$ cat src/rtl/mdu_div_ctrl.sv
`timescale 1ns/1ps
// -----------------------------------------------------------------------------
// mdu_div_ctrl
//   Multi-cycle divide sequencer for the HI/LO unit. Runs DIV/DIVU as a
//   WIDTH-iteration restoring shift-subtract loop, owns the HI/LO registers,
//   services MTHI/MTLO writes, and raises a combinational stall toward the
//   pipeline while a divide is in flight.
//
//   Sequence: IDLE -> PREP -> ITER (WIDTH cycles) -> FIXUP -> IDLE.
//   Result and done pulse appear WIDTH+2 cycles after the start edge.
//
//   Optional feature macro: MDU_DIVZERO_FAST_EN
//     defined   : divisor==0 is caught in PREP and jumps directly to FIXUP
//     undefined : divisor==0 runs the full loop; same forced result
//   Divide-by-zero result in both builds: hi = dividend, lo = all ones.
//
// Ports:
//   clk, rst_n           clock (rising edge), async active-low reset
//   start, is_signed     issue DIV (is_signed=1) / DIVU (is_signed=0)
//   dividend, divisor    operands, sampled with start in IDLE
//   hilo_rd              MFHI/MFLO in decode (stalls while busy)
//   mthi_we, mtlo_we     HI/LO write strobes with wdata (IDLE only)
//   busy                 divide in progress
//   done                 one-cycle pulse after HI/LO are written by a divide
//   stall                hold PC/pipeline this cycle
//   hi, lo               HI (remainder) and LO (quotient) registers
// -----------------------------------------------------------------------------
module mdu_div_ctrl #(
  parameter int WIDTH = 32,
  parameter int CNT_W = 6
) (
  input  logic             clk,
  input  logic             rst_n,
  input  logic             start,
  input  logic             is_signed,
  input  logic [WIDTH-1:0] dividend,
  input  logic [WIDTH-1:0] divisor,
  input  logic             hilo_rd,
  input  logic             mthi_we,
  input  logic             mtlo_we,
  input  logic [WIDTH-1:0] wdata,
  output logic             busy,
  output logic             done,
  output logic             stall,
  output logic [WIDTH-1:0] hi,
  output logic [WIDTH-1:0] lo
);

  typedef enum logic [1:0] {
    IDLE  = 2'd0,
    PREP  = 2'd1,
    ITER  = 2'd2,
    FIXUP = 2'd3
  } state_e;

  localparam logic [CNT_W-1:0] LAST_STEP = CNT_W'(WIDTH - 1);

  state_e           state_q, state_d;
  logic [CNT_W-1:0] cnt_q,   cnt_d;
  logic [WIDTH-1:0] a_q,     a_d;     // original dividend (needed for /0 result)
  logic [WIDTH-1:0] b_q,     b_d;     // original divisor
  logic             sgn_q,   sgn_d;
  logic [WIDTH-1:0] rem_q,   rem_d;   // partial remainder
  logic [WIDTH-1:0] quo_q,   quo_d;   // dividend magnitude shifting into quotient
  logic [WIDTH-1:0] dvs_q,   dvs_d;   // divisor magnitude
  logic             q_neg_q, q_neg_d;
  logic             r_neg_q, r_neg_d;
  logic [WIDTH-1:0] hi_q,    hi_d;
  logic [WIDTH-1:0] lo_q,    lo_d;
  logic             done_q,  done_d;

  // The shifted remainder can reach 2*divisor-1, so the trial subtract needs
  // one extra bit; a set MSB means the subtraction went negative (restore).
  logic [WIDTH:0] partial;
  logic [WIDTH:0] trial;

  assign partial = {rem_q, quo_q[WIDTH-1]};
  assign trial   = partial - {1'b0, dvs_q};

  always_comb begin
    // NOTE: every _d gets its hold value first so no path leaves a variable
    // unassigned; that is what keeps this block free of inferred latches.
    state_d = state_q;
    cnt_d   = cnt_q;
    a_d     = a_q;
    b_d     = b_q;
    sgn_d   = sgn_q;
    rem_d   = rem_q;
    quo_d   = quo_q;
    dvs_d   = dvs_q;
    q_neg_d = q_neg_q;
    r_neg_d = r_neg_q;
    hi_d    = hi_q;
    lo_d    = lo_q;
    done_d  = 1'b0;

    unique case (state_q)
      IDLE: begin
        // Register writes and divide issue may share an edge; the divide
        // result overwrites later in FIXUP.
        if (mthi_we) hi_d = wdata;
        if (mtlo_we) lo_d = wdata;
        if (start) begin
          a_d     = dividend;
          b_d     = divisor;
          sgn_d   = is_signed;
          state_d = PREP;
        end
      end

      PREP: begin
        // Negating the most negative value wraps to itself, which is exactly
        // its unsigned magnitude.
        quo_d   = (sgn_q && a_q[WIDTH-1]) ? -a_q : a_q;
        dvs_d   = (sgn_q && b_q[WIDTH-1]) ? -b_q : b_q;
        q_neg_d = sgn_q && (a_q[WIDTH-1] ^ b_q[WIDTH-1]);
        r_neg_d = sgn_q && a_q[WIDTH-1];
        rem_d   = '0;
        cnt_d   = '0;
        state_d = ITER;
`ifdef MDU_DIVZERO_FAST_EN
        if (b_q == '0) state_d = FIXUP;
`endif
      end

      ITER: begin
        rem_d = trial[WIDTH] ? partial[WIDTH-1:0] : trial[WIDTH-1:0];
        quo_d = {quo_q[WIDTH-2:0], ~trial[WIDTH]};
        cnt_d = cnt_q + 1'b1;
        if (cnt_q == LAST_STEP) state_d = FIXUP;
      end

      FIXUP: begin
        if (b_q == '0) begin
          hi_d = a_q;
          lo_d = '1;
        end else begin
          hi_d = r_neg_q ? -rem_q : rem_q;
          lo_d = q_neg_q ? -quo_q : quo_q;
        end
        done_d  = 1'b1;
        state_d = IDLE;
      end

      default: state_d = IDLE;
    endcase
  end

  // NOTE: reset clears every register, including HI/LO and the operand
  // latches, so an aborted divide can never leak a partial result.
  always_ff @(posedge clk or negedge rst_n) begin
    if (!rst_n) begin
      state_q <= IDLE;
      cnt_q   <= '0;
      a_q     <= '0;
      b_q     <= '0;
      sgn_q   <= 1'b0;
      rem_q   <= '0;
      quo_q   <= '0;
      dvs_q   <= '0;
      q_neg_q <= 1'b0;
      r_neg_q <= 1'b0;
      hi_q    <= '0;
      lo_q    <= '0;
      done_q  <= 1'b0;
    end else begin
      // NOTE: non-blocking updates so every flop samples the pre-edge values.
      state_q <= state_d;
      cnt_q   <= cnt_d;
      a_q     <= a_d;
      b_q     <= b_d;
      sgn_q   <= sgn_d;
      rem_q   <= rem_d;
      quo_q   <= quo_d;
      dvs_q   <= dvs_d;
      q_neg_q <= q_neg_d;
      r_neg_q <= r_neg_d;
      hi_q    <= hi_d;
      lo_q    <= lo_d;
      done_q  <= done_d;
    end
  end

  assign busy  = (state_q != IDLE);
  assign done  = done_q;
  assign stall = busy && (start || hilo_rd || mthi_we || mtlo_we);
  assign hi    = hi_q;
  assign lo    = lo_q;

endmodule
$ cat config.mk
export PLATFORM = sky130hd
export DESIGN_NAME = mdu_div_ctrl
export DESIGN_NICKNAME = d
export VERILOG_FILES = /design/src/rtl/mdu_div_ctrl.sv
export SDC_FILE = /design/constraint.sdc
export NUM_CORES = 1
export LEC_CHECK = 0
export CAP_MARGIN = 0
export CORE_MARGIN = 10
export CORE_UTILIZATION = 57
export DETAILED_ROUTE_END_ITERATION = 12
export PLACE_DENSITY = 0.84
export SETUP_SLACK_MARGIN = 0.2
export SLEW_MARGIN = 20
export SYNTH_ARGS = -nofsm -noshare
export SYNTH_HDL_FRONTEND = slang
export SYNTH_SLANG_ARGS = --single-unit
export TNS_END_PERCENT = 10
$ cat constraint.sdc
create_clock -name clk -period 4.25 [get_ports clk]
set_clock_uncertainty 0.15 [all_clocks]
set_input_delay 0.425 -clock clk [delete_from_list [all_inputs] [get_ports clk]]
set_output_delay 0.425 -clock clk [all_outputs]
set_load 0.01 [all_outputs]
# Word-level counts from Yosys, hierarchy flattened
# Index checks and enable logic that the tools add are counted.
# W data, S select, Z words.
# totals
regBits	236
latch_bits	0
mem_bits_rw	0
romBits	0
input_bits	103
out_inout_bits	67
word_cells	63
n_memories	0
# classes
n_addsub	6
multipliers	0
n_div	0
magnitude_cmp	0
eq_ne	8
n_shift	0
muxes	18
bitwise_logic	2
n_reduce_logical	16
# op_table
cell	count
$mux W32	9
$pmux W32 S2	4
$neg A32 Y32	4
$sub A33 B32 Y33	1
$logic_not A32 Y1	1
$pmux W6 S2	1
$ne A2 B2 Y1 const B	4
$pmux W2 S4	1
$reduce_and A2 Y1	4
$add A6 B1 Y6 const B	1
$eq A6 B5 Y1 const B	1
$reduce_bool A2 Y1	3
$eq A2 B2 Y1 const B	2
$logic_and A1 B1 Y1	4
$mux W2	2
$logic_or A1 B1 Y1	3
$eq A2 B1 Y1 const B	1
$logic_not A2 Y1	1
$mux W1	1
$not A1 Y1	1
$xor A1 B1 Y1	1

# Depth between registers and ports, before layout
# logic_depth
depth_word	4
depth_mapped	14
depth_no_buf	12

# Worst setup path after synthesis
# Ideal clock, no wire load.
# synth_timing
path_kind	register to register
from	register quo_q[31]
to	register rem_q[11]
setup_time_ps	90
arrival_time_ps	2945
slack_ps	1064
stages_incl_launch_ff	14
period_less_slack_ps	3186
cell_sequence	dfrtp_1 -> inv_1 -> ha_1 -> fa_1 -> and2b_1 -> o2111ai_1 -> a21oi_1 -> o21ai_1 -> o21a_1 -> a31o_1 -> and2_1 -> buf_6 -> or4_1 -> o221ai_1
# synth_between
elab_chain_len	3
# synth_rtl
element	line	text
start, declared	64	logic [WIDTH-1:0] quo_q, quo_d;
start signal, assigned	174	quo_q <= quo_d;
$sub A33 B32 Y33	78	assign trial = partial - {1'b0, dvs_q};
$mux W32	127	rem_d = trial[WIDTH] ? partial[WIDTH-1:0] : trial[WIDTH-1:0];
$pmux W32 S2	97	unique case (state_q)
end signal, assigned	173	rem_q <= rem_d;
end, declared	63	logic [WIDTH-1:0] rem_q, rem_d;
# No other way between the ends.
# A chain may end at the register's enable or synchronous reset.

# Worst setup path after layout
# layout_timing
from	register quo_q[31]
to	register rem_q[10]
# Same word-level chain as after synthesis.

==> results.json <==
{
  "status": "finished, final reports clean",
  "grt_overflow": 0,
  "slew_viol_final": 0,
  "clk_pin_slew_ps": 60,
  "path_max_fanout": 14,
  "insertion_delay_ps": 560,
  "startpoint_type": "flop",
  "synth_cell_types": 76,
  "yosysWarnings": 0,
  "ys_seq_area_share_pct": 39.7,
  "drtIter0Drc": 1639,
  "io_buffers": 169,
  "drtAntennaViolNets": 0,
  "start_util_pct": 57.5,
  "critical_path.cell_chain": "inv_1 > ha_1 > fa_1 > and2b_1 > o2111ai_1 > a21oi_1 > o21ai_1 > o21a_1 > a31o_1 > and2_1 > nor2_2 > o221ai_1",
  "cts_buffers": 26,
  "die_x_um": 182,
  "drive_above_1_share_pct": 9.50,
  "synthArstFlopShare_pct": 100,
  "r2r_slack_ps": 350,
  "rows": 59,
  "cap_viol_max_count": 0,
  "hp-class": "reg -> reg",
  "cts_resized": 0,
  "cts_buffer_depth": 3,
  "grt_start_max_net_pins": 105,
  "grt_pass1_vias": 13000,
  "holdPathStages": 2,
  "synth_area_um2": 14900,
  "fin_total_pwr_uw": 13400,
  "drt_wl_total_um": 44000,
  "coreArea_um2": 25900,
  "timing.rr.start": "quo_q[31]",
  "die-area_um2": 33000,
  "tightestPinTransition_ps": 996,
  "htreeDepth": 1,
  "cp-startpoint": "quo_q[31]",
  "power_density_nw_per_um2": 759,
  "vias": 13500,
  "critPathArrivalTime_ps": 4140,
  "drt-wirelength-per-cell_um": 20.4,
  "ys_ff_latch": 236,
  "grt_usage_pct": 25.5,
  "area_growth_pct": 19.0,
  "dr.pass1.iters": 6,
  "syn_inst": 1691,
  "antenna_cells": 0,
  "grt_pass1_wl_um": 70100,
  "path_class": "reg -> reg",
  "power.leakage_uw": 0.00746,
  "place_congestion": 0.987,
  "hold_slack_ps": 327,
  "drt-vias-per-instance": 6.28,
  "hold_viol": 0,
  "cts.sinks": 236,
  "drc_errors": 0,
  "fin_crit_sh_pct": 91.7,
  "cts-root-buf": "clkbuf_16",
  "max-vdd-ir-drop_mv": 0.524,
  "min_period_ps": 3900,
  "rsz0062_at_grt": "yes",
  "critPathRequiredTime_ps": 4490,
  "min_from": "hi[23]",
  "tns_ps": 0,
  "die_y_um": 182,
  "r2r-end": "rem_q[10]",
  "synth_edf_count": 0,
  "cpPeakStageDelay_ps": 540,
  "syn_nets": 1836,
  "cp-end-kind": "flop",
  "dp_hpwl_um": 32700,
  "fin_nets": 1949,
  "syn_area_per_cell_um2": 8.81,
  "endpoint": "rem_q[10]",
  "ios": 170,
  "tritoncts": "done",
  "ff2ff_path_depth": 12,
  "setup_violations": 0,
  "fmax_mhz": 256,
  "antenna_found_initial": 1,
  "slowest_stage": "nor2_2",
  "ys.flop_type": "dfrtp_1",
  "maxSlewHeadroom_pct": 33.6
}
[area by class of cell]
| cell class | instances | area (µm²) |
|---|---|---|
| multi-input cells | 1274 | 8310 |
| clock inverters | 10 | 196 |
| fillers | 1994 | 8190 |
| clock buffers | 36 | 718 |
| flip-flops and latches | 236 | 5910 |
| inverters | 81 | 304 |
| well taps | 335 | 419 |
| repair buffers | 185 | 1860 |
[sequential cells by signal, indices dropped and copies added, names as in the netlist]
register / count
q_neg_q: 1
state_q: 2
cnt_q: 6
quo_q: 32
a_q: 32
b_q: 32
done: 1
lo: 32
r_neg_q: 1
hi: 32
rem_q: 32
sgn_q: 1
dvs_q: 32
[power breakdown]
group	internal [µW]	leakage (µW)	switching, µW	total [µW]
clock network	1480	0.000440	954	2440
logic	3000	0.00413	3550	6560
registers	3250	0.00289	1200	4450
total	7740	0.00746	5710	13400
[synthesized netlist by cell type (all sizes together), types with 23 or more instances]
| master | instances | share of area [%] |
|---|---|---|
| dfrtp | 236 | 40 |
| nand2 | 189 | 4.8 |
| o21ai | 163 | 5.5 |
| a21oi | 136 | 4.6 |
| nor2 | 113 | 2.9 |
| mux2 | 94 | 7.1 |
| xnor2 | 87 | 5.1 |
| clkbuf | 84 | 2.1 |
| inv | 80 | 2.0 |
| xor2 | 56 | 3.3 |
| ha | 41 | 3.4 |
| nand3 | 41 | 1.4 |
| nor3 | 30 | 1.1 |
| nand4 | 29 | 1.2 |
| o221ai | 23 | 1.4 |
[placed cells by master, fill, tap and decap left out, types with 4 or more instances in the layout]
cell type,instances
and2_1,13
a31oi_1,10
nor3_1,28
o21ai_0,156
inv_1,80
ha_2,4
a21o_1,19
o41ai_1,10
o21ai_1,7
nor2_1,111
nor4_1,15
a211oi_1,15
o311ai_0,7
or4_1,7
or3_1,11
xor2_1,56
o31ai_1,20
nand2_1,188
mux2i_1,8
ha_1,37
nand4_1,29
clkbuf_16,26
nand2b_1,20
clkbuf_1,7
mux2_2,94
dfrtp_1,236
nand3_1,41
o22ai_1,22
o211ai_1,21
nor2b_1,10
clkdlybuf4s50_1,168
a21oi_1,134
buf_4,12
and3_1,7
xnor2_1,87
o221ai_1,23
bufinv_16,5
a211o_1,4
[logic make-up after synthesis]
group | Yosys count | share of synthesized area (%)
flip-flops | 236 | 39.7
adder cells (fa/ha/maj) | 42 | 3.58
AND/OR/NAND/NOR | 505 | 16.1
buffers and inverters | 182 | 4.78
XOR/XNOR | 143 | 8.41
multiplexers | 102 | 7.65
AO/OA/AOI/OAI | 481 | 19.8
[layer usage]
layer  vias to the layer above  global-route usage [%]  part of all wire, %  routed length, µm
li1                       6260                       -                    -                  -
met1                      6405                    33.0                   40              17600
met2                       734                    41.4                   46              20300
met3                       141                    4.77                  9.4               4120
met4                         2                    10.4                  4.2               1850
met5                         -                       0                0.075                 33
[worst max-delay path: cells and delay by family (launching register included)]
family          cells  cell delay [ps]
simple gates        3             1090
buf+inv             1               90
flops               1              500
compound gates      6             1280
fa+ha+maj           2              610
[worst min-delay path by stage]
stage                          to  slack [ps]
after global routing      a_q[18]         330
after floorplan            a_q[0]         -20
final                      hi[23]         330
after CTS                 a_q[18]         320
after global placement     lo[18]         310
after detailed placement   lo[10]         320
[stage by stage]
stage	instance area (µm²)	util (%)	cells	setup slack (ps)
floorplan	14900	-	1691	1060
global placement	16800	64.7	2108	519
detailed placement	16800	64.7	2108	414
CTS	17700	68.3	2155	376
global route	17700	68.4	2157	136
finish	17700	68.4	2157	351
[repair_timing]
action,in CTS,in global routing
endpoints found under the hold margin,102,0
buffers inserted,0,0
hold buffers,1,0
setup endpoints to repair,0,28
(Power assumes the default switching activity.)
